File: src/rtl/sd_clk_ctrl_if.sv
// rtl/sd_clk_ctrl_if.sv - SD clock controller signal bundle; ocnt present only with SD_CLK_EDGE_CNT_EN
interface sd_clk_ctrl_if;
  logic        ifastclk;
  logic        islowclk;
  logic        isel_fast;
  logic        ien;
  logic        osdclk;
  logic        orise;
  logic        ofall;
  logic        ofast;
  logic        ostopped;
`ifdef SD_CLK_EDGE_CNT_EN
  logic [15:0] ocnt;

  modport master (
    output ifastclk, islowclk, isel_fast, ien,
    input  osdclk, orise, ofall, ofast, ostopped, ocnt
  );

  modport slave (
    input  ifastclk, islowclk, isel_fast, ien,
    output osdclk, orise, ofall, ofast, ostopped, ocnt
  );
`else
  modport master (
    output ifastclk, islowclk, isel_fast, ien,
    input  osdclk, orise, ofall, ofast, ostopped
  );

  modport slave (
    input  ifastclk, islowclk, isel_fast, ien,
    output osdclk, orise, ofall, ofast, ostopped
  );
`endif
endinterface

File: src/rtl/sd_clk_ctrl.sv
// rtl/sd_clk_ctrl.sv - glitch-free SD card clock gate/mux over divider levels
// Optional rising-edge counter ocnt enabled by macro SD_CLK_EDGE_CNT_EN.
module sd_clk_ctrl (
  input  logic         iclk,
  input  logic         irst,
  sd_clk_ctrl_if.slave bus
);
  localparam logic [1:0] STOP   = 2'd0;
  localparam logic [1:0] RUN    = 2'd1;
  localparam logic [1:0] SWITCH = 2'd2;

  logic [1:0] state;
  logic [1:0] state_nxt;
  logic       fast_nxt;
  logic       sdclk_nxt;
  logic       src;
  logic       req_src;

  assign src     = bus.ofast     ? bus.ifastclk : bus.islowclk;
  assign req_src = bus.isel_fast ? bus.ifastclk : bus.islowclk;

  // Every state change happens on a low source level, so osdclk never
  // starts or ends a phase early.
  always_comb begin
    state_nxt = state;
    fast_nxt  = bus.ofast;
    sdclk_nxt = 1'b0;
    case (state)
      STOP: begin
        fast_nxt = bus.isel_fast;
        if (bus.ien && !src && (bus.isel_fast == bus.ofast))
          state_nxt = RUN;
      end
      RUN: begin
        sdclk_nxt = src;
        if (!src) begin
          if (!bus.ien)
            state_nxt = STOP;
          else if (bus.isel_fast != bus.ofast)
            state_nxt = SWITCH;
        end
      end
      SWITCH: begin
        if (!bus.ien) begin
          state_nxt = STOP;
        end else if (!req_src) begin
          fast_nxt  = bus.isel_fast;
          state_nxt = RUN;
        end
      end
      default: state_nxt = STOP;
    endcase
  end

  always_ff @(posedge iclk or negedge irst) begin
    if (!irst) begin
      state      <= STOP;
      bus.osdclk <= 1'b0;
      bus.orise  <= 1'b0;
      bus.ofall  <= 1'b0;
      bus.ofast  <= 1'b0;
    end else begin
      state      <= state_nxt;
      bus.osdclk <= sdclk_nxt;
      bus.orise  <= sdclk_nxt & ~bus.osdclk;
      bus.ofall  <= ~sdclk_nxt & bus.osdclk;
      bus.ofast  <= fast_nxt;
    end
  end

  assign bus.ostopped = (state == STOP);

`ifdef SD_CLK_EDGE_CNT_EN
  always_ff @(posedge iclk or negedge irst) begin
    if (!irst)
      bus.ocnt <= 16'h0000;
    else if (bus.orise)
      bus.ocnt <= bus.ocnt + 16'h0001;
  end
`endif

endmodule
File: src/flat_wrapper.sv
// flat-port wrapper written by rule: the top's interface ports become plain ports
module sd_clk_ctrl_flat 
  (iclk, irst, bus_ifastclk, bus_islowclk, bus_isel_fast, bus_ien, bus_osdclk, bus_orise, bus_ofall, bus_ofast, bus_ostopped);
  sd_clk_ctrl_if bus_i ();
  input  logic iclk;
  input  logic irst;
  input wire logic [$bits(bus_i.ifastclk)-1:0] bus_ifastclk;
  input wire logic [$bits(bus_i.islowclk)-1:0] bus_islowclk;
  input wire logic [$bits(bus_i.isel_fast)-1:0] bus_isel_fast;
  input wire logic [$bits(bus_i.ien)-1:0] bus_ien;
  output wire logic [$bits(bus_i.osdclk)-1:0] bus_osdclk;
  output wire logic [$bits(bus_i.orise)-1:0] bus_orise;
  output wire logic [$bits(bus_i.ofall)-1:0] bus_ofall;
  output wire logic [$bits(bus_i.ofast)-1:0] bus_ofast;
  output wire logic [$bits(bus_i.ostopped)-1:0] bus_ostopped;
  assign bus_i.ifastclk = bus_ifastclk;
  assign bus_i.islowclk = bus_islowclk;
  assign bus_i.isel_fast = bus_isel_fast;
  assign bus_i.ien = bus_ien;
  assign bus_osdclk = bus_i.osdclk;
  assign bus_orise = bus_i.orise;
  assign bus_ofall = bus_i.ofall;
  assign bus_ofast = bus_i.ofast;
  assign bus_ostopped = bus_i.ostopped;
  sd_clk_ctrl u_core (.iclk(iclk), .irst(irst), .bus(bus_i));
endmodule
File: config.mk
export PLATFORM = sky130hd
export DESIGN_NAME = sd_clk_ctrl_flat
export DESIGN_NICKNAME = d
export VERILOG_FILES = /design/src/rtl/sd_clk_ctrl_if.sv /design/src/rtl/sd_clk_ctrl.sv /design/src/flat_wrapper.sv
export SDC_FILE = /design/constraint.sdc
export NUM_CORES = 1
export LEC_CHECK = 0
export ABC_AREA = 1
export BUFFER_PORTS_ARGS = -buffer_cell sky130_fd_sc_hd__buf_2
export CORE_AREA = 2 2 41 43
export DETAILED_ROUTE_END_ITERATION = 10
export DIE_AREA = 0 0 43 45
export MAX_ROUTING_LAYER = met4
export PLACE_DENSITY = 0.54
export SYNTH_ARGS = -nofsm -noshare
export SYNTH_HDL_FRONTEND = slang
export SYNTH_SLANG_ARGS = --single-unit
File: constraint.sdc
create_clock -name iclk -period 2.05 [get_ports iclk]
set_clock_uncertainty 0.2 [all_clocks]
set_input_delay 0.1025 -clock iclk [delete_from_list [all_inputs] [get_ports iclk]]
set_output_delay 0.1025 -clock iclk [all_outputs]
set_load 0.005 [all_outputs]
==> results of run 1 <==
==> logic make-up after synthesis <==
logic type      count (synthesis)  share of synthesized area (%)
buf+inv                        12                          13.09
compound gates                  4                          5.816
flops                           6                          43.64
simple gates                   27                          37.45
==> synth_stat cells <==
cell type,instances,area [µm²]
a21oi_1,1,5.000
dfrtp_1,6,150.1
inv_1,9,33.78
inv_2,3,11.26
nand2_1,14,52.55
nand2_2,1,6.260
nand3_1,3,15.01
nand3_2,1,10.01
nor2_1,4,15.01
nor2_2,3,18.77
nor2_4,1,11.26
o21ai_0,1,5.000
o21ai_1,2,10.01
==> stage by stage <==
step / worst slack (ns) / hold slack [ns] / power (mW)
2_1_floorplan: 0.8669 / -0.3931 / 0.4061
6_report: 0.6842 / 0.007622 / 0.6073
3_3_place_gp: 0.7950 / -0.2706 / 0.4975
3_5_place_dp: 0.7778 / -0.2691 / 0.5054
5_1_grt: 0.6195 / 0.01475 / 0.6780
4_1_cts: 0.6827 / 0.01623 / 0.6205
==> layout make-up <==
type / instances / share of cell area [%]
Clock buffer: 3 / 4.932
Inverter: 12 / 9.863
Multi-Input combinational cell: 31 / 32.60
Sequential cell: 6 / 32.88
Tap cell: 16 / 4.384
Timing Repair Buffer: 12 / 15.34
==> registers in the layout, indices dropped and copies added, names as in the netlist <==
register,flops
u_core.bus.osdclk,1
u_core.bus.ofast,1
u_core.bus.orise,1
u_core.state,2
u_core.bus.ofall,1
==> power by group through the flow <==
stage / registers (mW) / logic [mW] / clock network (mW)
finish: 0.226 / 0.275 / 0.106
global route: 0.232 / 0.322 / 0.124
CTS: 0.226 / 0.283 / 0.112
detailed placement: 0.227 / 0.278 / 0
global placement: 0.224 / 0.273 / 0
floorplan: 0.225 / 0.181 / 0
==> worst max-delay path by stage <==
| stage | depth (start not counted) | from | endpoint | slack (ns) |
|---|---|---|---|---|
| after detailed placement | 6 | u_core.state[0]$_DFFE_PN0P_ | u_core.state[0]$_DFFE_PN0P_ | 0.78 |
| final | 7 | bus_isel_fast | u_core.state[0]$_DFFE_PN0P_ | 0.68 |
| after global placement | 7 | u_core.state[0]$_DFFE_PN0P_ | u_core.state[0]$_DFFE_PN0P_ | 0.80 |
| after floorplan | 6 | u_core.state[0]$_DFFE_PN0P_ | u_core.state[0]$_DFFE_PN0P_ | 0.87 |
| after CTS | 7 | bus_isel_fast | u_core.state[0]$_DFFE_PN0P_ | 0.68 |
| after global routing | 7 | bus_isel_fast | u_core.state[0]$_DFFE_PN0P_ | 0.62 |
==> per-layer routing <==
layer | part of all wire [%] | up-vias
met3 | 5.1 | 0
met5 | 0 | -
met1 | 45 | 144
li1 | - | 176
met4 | 0 | 0
met2 | 50 | 8
==> placed cells by master, fill, tap and decap left out <==
cell           synthesis  final
a21oi_1                1      1
buf_2                  0     10
clkbuf_4               0      3
dfrtp_1                6      6
dlygate4sd3_1          0      2
inv_1                  9      9
inv_2                  3      3
nand2_1               14     14
nand2_2                1      1
nand3_1                3      3
nand3_2                1      1
nor2_1                 4      4
nor2_2                 3      3
nor2_4                 1      1
o21ai_0                1      1
o21ai_1                2      2
==> critical path, delay by kind of cell <==
family,cells,cell delay (ns)
simple gates,4,0.31
compound gates,1,0.26
buf+inv,2,0.67
==> out/results.tsv, run 1 <==
stage	metric	value	unit
status	status	finished, final reports clean	
critical_path	startpoint types	input port	
clock_network	CTS Buf Count	3	
global_route	met3 Use GR	6.000	%
critical_path	crit-path cells	dlygate4sd3_1 -> buf_2 -> o21ai_1 -> nor2_4 -> nor2_2 -> nand3_1 -> nand2_1	
yosys	synthesized area	344.1	µm²
timing	minimum clock period	1.366	ns
yosys	post-synthesis sequential area ratio	43.64	%
drt	Routed WL	687	µm
power	PD cells	1330	nW/µm²
power	Psw	0.2506	mW
die	Initial Util	23.38	%
drt	Vias/cell	4.100	
global_route	Top Usage Layer GRT	met2	
timing	Post-Route Setup TNS	0	ns
drt	number of remaining DRC errors	0	
critical_path	R2R setup slack	0.78	ns
power	Sw Share	41.26	%
global_route	initial antenna violation count	0	
finish	Post-Layout Cell Count	80	
placement	DP HPWL	570.2	µm
timing	RSZ-0062 raised after global routing	no	
finish	Final Net Count	72	
critical_path	CP Capture Type	flop	
drt	routed via count	328	
global_route	total gr overflow	0	
critical_path	critical path's slowest cell	dlygate4sd3_1	
finish	area of the multi-input gates	148.9	µm²
clock_network	total clock sinks	6	
timing	fmax	732.1	MHz
drt	DRT antenna net count	0	
timing	Worst Tran Pin Value	0.2901	ns
yosys	Avg Inst Size Synth	7.022	µm²
timing	fraction of the cycle the final worst path needs	66.63	%
die	DIE HEIGHT	45	µm
global_route	GRT Util Overall	8.355	%
clock_network	CTS tree	built	
worst_hold_path	hold crit path type	input port to asynchronous set/reset pin	
drt	initial DRC count	3	
clock_network	root buffer cell	clkbuf_4	
finish	# diodes	0	
clock_network	CTS Hold Bufs	2	
global_route	largest net degree at the start of global routing	7	
power	sequential share of power	37.2	%
timing	final setup fails	0	
critical_path	crit path DAT	1.35	ns
finish	Fill cells	167	
yosys	#FFs+latches synth	6	
die	Core ar.	1471	µm²
power	Comb pwr share	45.3	%
timing	Final Hold Vio Count	0	
drt	routed len/inst	8.588	µm
die	Chip Width	43	µm
finish	FF/Latch Area	150.1	µm²
placement	Placer Congestion	0.7457	
critical_path	worst r2r path cells	6	
yosys	Post-Syn Instances	49	
drt	DR pass1 iterations	4	
placement	dpl cells	75	
clock_network	H-tree lvl count	1	
clock_network	CTS clk-pin slew, worst paths	0.04	ns
placement	I/O Buffers	10	
critical_path	Reg-to-Reg End	u_core.state[0]$_DFFE_PN0P_	
clock_network	clk buf depth	2	
clock_network	Post-CTS Setup Bufs	0	
critical_path	WS Path Type	input port to flop	
power	VDD IR max	0.5577	mV
timing	relative slew slack	80.53	%
critical_path	CP max FO	4	
power	leakage	0.2630	nW
finish	Layout Utilization	31.04	%
finish	Final Instance Area	456.7	µm²
yosys	Synthesized Nets	55	
critical_path	worst r2r src	u_core.state[0]$_DFFE_PN0P_	
global_route	first-pass GRT wire length	1.097	mm
yosys	Synth cell types	13	
placement	Placed Area	414.1	µm²
finish	P&R area growth vs syn	32.73	%
global_route	met1 usage	8.663	%
die	I/O Pins	11	
clock_network	Clock Latency Late Sink	0.24	ns
power	Clock Power Share	17.5	%
die	die area	1935	µm²
timing	Final Slew Violations	0	
finish	share of layout cells above drive strength 1	34.38	%
die	num rows	14	
critical_path	Req. time, crit path	2.03	ns
global_route	M2 GR Usage	13.03	%
flow_run	Max-Cap Viols	0	
clock_network	cts repair resizes	0	
global_route	vias in the first global route	282	
critical_path	max incr delay on CP	0.53	ns
power	P_int	0.3567	mW
yosys	Synth Warn #	0	
Power figures use the tool's default switching activity.
==> run 2, diff against run 1 <==
- ABC_AREA: 1 -> 0
- CORE_AREA: 2 2 41 43 -> 2 2 39 41
- DIE_AREA: 0 0 43 45 -> 0 0 41 43
- PLACE_DENSITY: 0.54 -> 0.56
- clock period: 2.05 -> 1.2 ns (I/O delays scaled with it)
==> out/results.tsv, run 2 <==
stage	metric	value	unit	change
critical_path	worst r2r path cells	3		was 6
yosys	Post-Syn Instances	30		was 49
global_route	total gr overflow	0		unchanged
yosys	Synthesized Nets	36		was 55
timing	minimum clock period	1.219	ns	
yosys	post-synthesis sequential area ratio	48.39	%	was 43.64%
die	Chip Width	41	µm	was 43 µm
finish	largest reg by FF count	u_core.state		unchanged
drt	DR pass1 iterations	3		was 4
timing	Final Hold Vio Count	0		unchanged
drt	Routed WL	650	µm	was 687 µm
yosys	#FFs+latches synth	6		unchanged
clock_network	CTS tree	built		unchanged
clock_network	CTS clk-pin slew, worst paths	0.05	ns	was 0.04 ns
worst_hold_path	hold crit path type	input port to flop		was input port to asynchronous set/reset pin
finish	area of the multi-input gates	177.7	µm²	was 148.9 µm²
yosys	Synth Warn #	0		unchanged
critical_path	Req. time, crit path	1.18	ns	was 2.03 ns
critical_path	Reg-to-Reg End	u_core.bus.ofall$_DFF_PN0_		was u_core.state[0]$_DFFE_PN0P_
yosys	number of enable flip-flop cells after synthesis	0		unchanged
finish	max reg flops	2		unchanged
flow_run	Max-Cap Viols	0		unchanged
clock_network	clk buf depth	2		unchanged
critical_path	crit path DAT	1.20	ns	was 1.35 ns
die	die area	1763	µm²	was 1935 µm²
drt	DRT antenna net count	0		unchanged
drt	number of remaining DRC errors	0		unchanged
die	num rows	14		unchanged
yosys	synthesized area	310.3	µm²	was 344.1 µm²
drt	routed len/inst	9.420	µm	was 8.588 µm
power	VDD IR max	0.4440	mV	was 0.5577 mV
timing	Final Slew Violations	0		unchanged
status	status	complete, but fails checks		was finished, final reports clean
placement	DP HPWL	454.4	µm	was 570.2 µm
placement	Placer Congestion	0.7780		was 0.7457
power	PD cells	1871	nW/µm²	was 1330 nW/µm²
die	I/O Pins	11		unchanged
die	Initial Util	22.42	%	was 23.38%
critical_path	CP Capture Type	flop		unchanged
clock_network	H-tree lvl count	1		unchanged
finish	commonest non-fill, non-tap cell in the layout	buf_2		was nand2_1
drt	routed via count	286		was 328
critical_path	R2R setup slack	-0.02	ns	was 0.78 ns
timing	fraction of the cycle the final worst path needs	101.6	%	
timing	final setup fails	2		was 0
worst_hold_path	Hold Crit Endpoint	u_core.state[0]$_DFFE_PN0P_		
clock_network	root buffer cell	clkbuf_4		unchanged
yosys	top_reg_cell synth	dfrtp_1		unchanged
global_route	first-pass GRT wire length	979	µm	was 1.097 mm
drt	Vias/cell	4.145		was 4.100
timing	RSZ-0062 raised after global routing	yes		was no
yosys	Synth cell types	18		was 13
finish	# diodes	0		unchanged
finish	P&R area growth vs syn	68.14	%	was 32.73%
yosys	Avg Inst Size Synth	10.34	µm²	was 7.022 µm²
yosys	Commonest cells post-synth	6 x dfrtp_1, 3 x inv_1, 3 x o21ai_0		was 14 x nand2_1, 9 x inv_1, 6 x dfrtp_1
die	DIE HEIGHT	43	µm	was 45 µm
clock_network	CTS Buf Count	3		unchanged
timing	Worst Tran Pin Value	0.2035	ns	was 0.2901 ns
timing	relative slew slack	86.29	%	was 80.53%
clock_network	Clock Latency Late Sink	0.25	ns	was 0.24 ns
worst_hold_path	worst hold start	bus_islowclk		
clock_network	total clock sinks	6		unchanged
global_route	GRT Util Overall	8.978	%	was 8.355%
timing	Post-Route Setup TNS	-0.03542	ns	was 0 ns
global_route	vias in the first global route	252		was 282
global_route	largest net degree at the start of global routing	7		unchanged
critical_path	CP max FO	5		was 4
critical_path	WS Path Type	flop to flop		was input port to flop
finish	Final Net Count	60		was 72
critical_path	worst r2r src	u_core.bus.ofast$_DFFE_PN0P_		was u_core.state[0]$_DFFE_PN0P_
finish	Final Instance Area	521.8	µm²	was 456.7 µm²
timing	fmax	820.4	MHz	
yosys	Async S/R FF share, synth	100.0	%	unchanged
finish	Fill cells	145		was 167
die	Core ar.	1384	µm²	was 1471 µm²
timing	Final WS setup	-0.01885	ns	was 0.6842 ns
placement	I/O Buffers	10		unchanged
yosys	Synth area leaders	dfrtp_1 48%, o21ai_0 4.8%, mux2_4 4.8%		was dfrtp_1 44%, nand2_1 15%, inv_1 9.8%
yosys	most frequent cell after synthesis	dfrtp_1		was nand2_1
global_route	initial antenna violation count	0		unchanged
finish	commonest non-fill, non-tap cells in the layout	10 x buf_2, 5 x dfrtp_1, 4 x dlygate4sd3_1		was 14 x nand2_1, 10 x buf_2, 9 x inv_1
yosys	Yosys top cell by area	dfrtp_1		unchanged
drt	initial DRC count	8		was 3
critical_path	startpoint types	flop		was input port
finish	share of layout cells above drive strength 1	52.83	%	was 34.38%
yosys	Synth top area share	48.39	%	was 43.64%
worst_hold_path	Hold Crit Depth	4		
finish	FF/Latch Area	151.4	µm²	was 150.1 µm²
power	leakage	0.2593	nW	was 0.2630 nW
status	failing checks	negative setup slack		
placement	Placed Area	412.9	µm²	was 414.1 µm²
[run 2: changes by cell type in the layout (fill, tap and decap cells not counted), moves of 3 or more]
cell / before / now
nand2_1: 14 / 1
nand3_1: 3 / 0
buf_4: 0 / 3
inv_2: 3 / 0
inv_1: 9 / 3
nor2_1: 4 / 1
[run 2: logic make-up after synthesis]
logic type | after synthesis | share of synthesized area (%)
flip-flops | 6 | 48.39
AND/OR/NAND/NOR | 10 | 19.36
AO/OA/AOI/OAI | 8 | 17.33
XOR/XNOR | 1 | 2.823
multiplexers | 2 | 8.466
buffers and inverters | 3 | 3.629
[run 2: cell type report]
| type | instances | share of cell area (%) |
|---|---|---|
| timing repair buffer | 19 | 25.90 |
| clock buffer | 4 | 5.036 |
| multi-input combinational | 21 | 34.05 |
| sequential | 6 | 29.02 |
| inverter | 3 | 2.158 |
| tap | 16 | 3.837 |
[run 2: power breakdown]
group / leakage [nW] / total (mW) / internal [mW] / switching (mW)
combinational: 0.166 / 0.460 / 0.288 / 0.172
sequential: 0.0783 / 0.313 / 0.268 / 0.0451
clock: 0.0150 / 0.203 / 0.126 / 0.0771
[run 2: layer usage]
| layer | up-vias | share of wire [%] | track usage, % |
|---|---|---|---|
| li1 | 148 | - | - |
| met1 | 124 | 46 | 11.36 |
| met2 | 12 | 43 | 10.63 |
| met3 | 2 | 7.4 | 1.571 |
| met4 | 0 | 2.9 | 10.00 |
| met5 | - | 0 | - |
[run 2: repair_timing]
| item | 4_1_cts | 5_1_grt |
|---|---|---|
| pin swaps | 0 | 1 |
| setup buffers | 0 | 2 |
| hold buffers | 4 | 0 |
| resized for setup | 4 | 4 |
| endpoints found under the setup margin | 4 | 8 |
| endpoints found under the hold margin | 10 | 0 |
[run 2: stage by stage]
stage               hold WS, ns  power [mW]  worst slack [ns]  utilization (%)  instances
detailed placement      -0.3103      0.6640         0.0008287            29.84         59
finish                 0.001619      0.9764          -0.01885            37.70         69
CTS                    -0.01375      0.9314          -0.02203            35.71         67
floorplan               -0.4356      0.5125          0.005203                -         30
global route           0.009782       1.045          -0.05742            37.70         69
global placement        -0.3075      0.6663          0.008663            29.84         59
[run 2: worst max-delay path, stage by stage, from the launching register on]
cell	delay (ns)
dfrtp_2	0.44
mux2_4	0.32
nand2_4	0.07
and2_1	0.12
[run 2: worst max-delay path by stage]
stage | to | startpoint | depth (start not counted)
final | u_core.bus.ofall$_DFF_PN0_ | u_core.bus.ofast$_DFFE_PN0P_ | 3
after global routing | u_core.bus.ofall$_DFF_PN0_ | u_core.bus.ofast$_DFFE_PN0P_ | 3
after CTS | bus_ofast | u_core.bus.ofast$_DFFE_PN0P_ | 2
after detailed placement | u_core.bus.ofall$_DFF_PN0_ | u_core.bus.ofast$_DFFE_PN0P_ | 3
after global placement | u_core.bus.ofall$_DFF_PN0_ | u_core.bus.ofast$_DFFE_PN0P_ | 3
after floorplan | u_core.state[0]$_DFFE_PN0P_ | u_core.state[1]$_DFFE_PN0P_ | 3
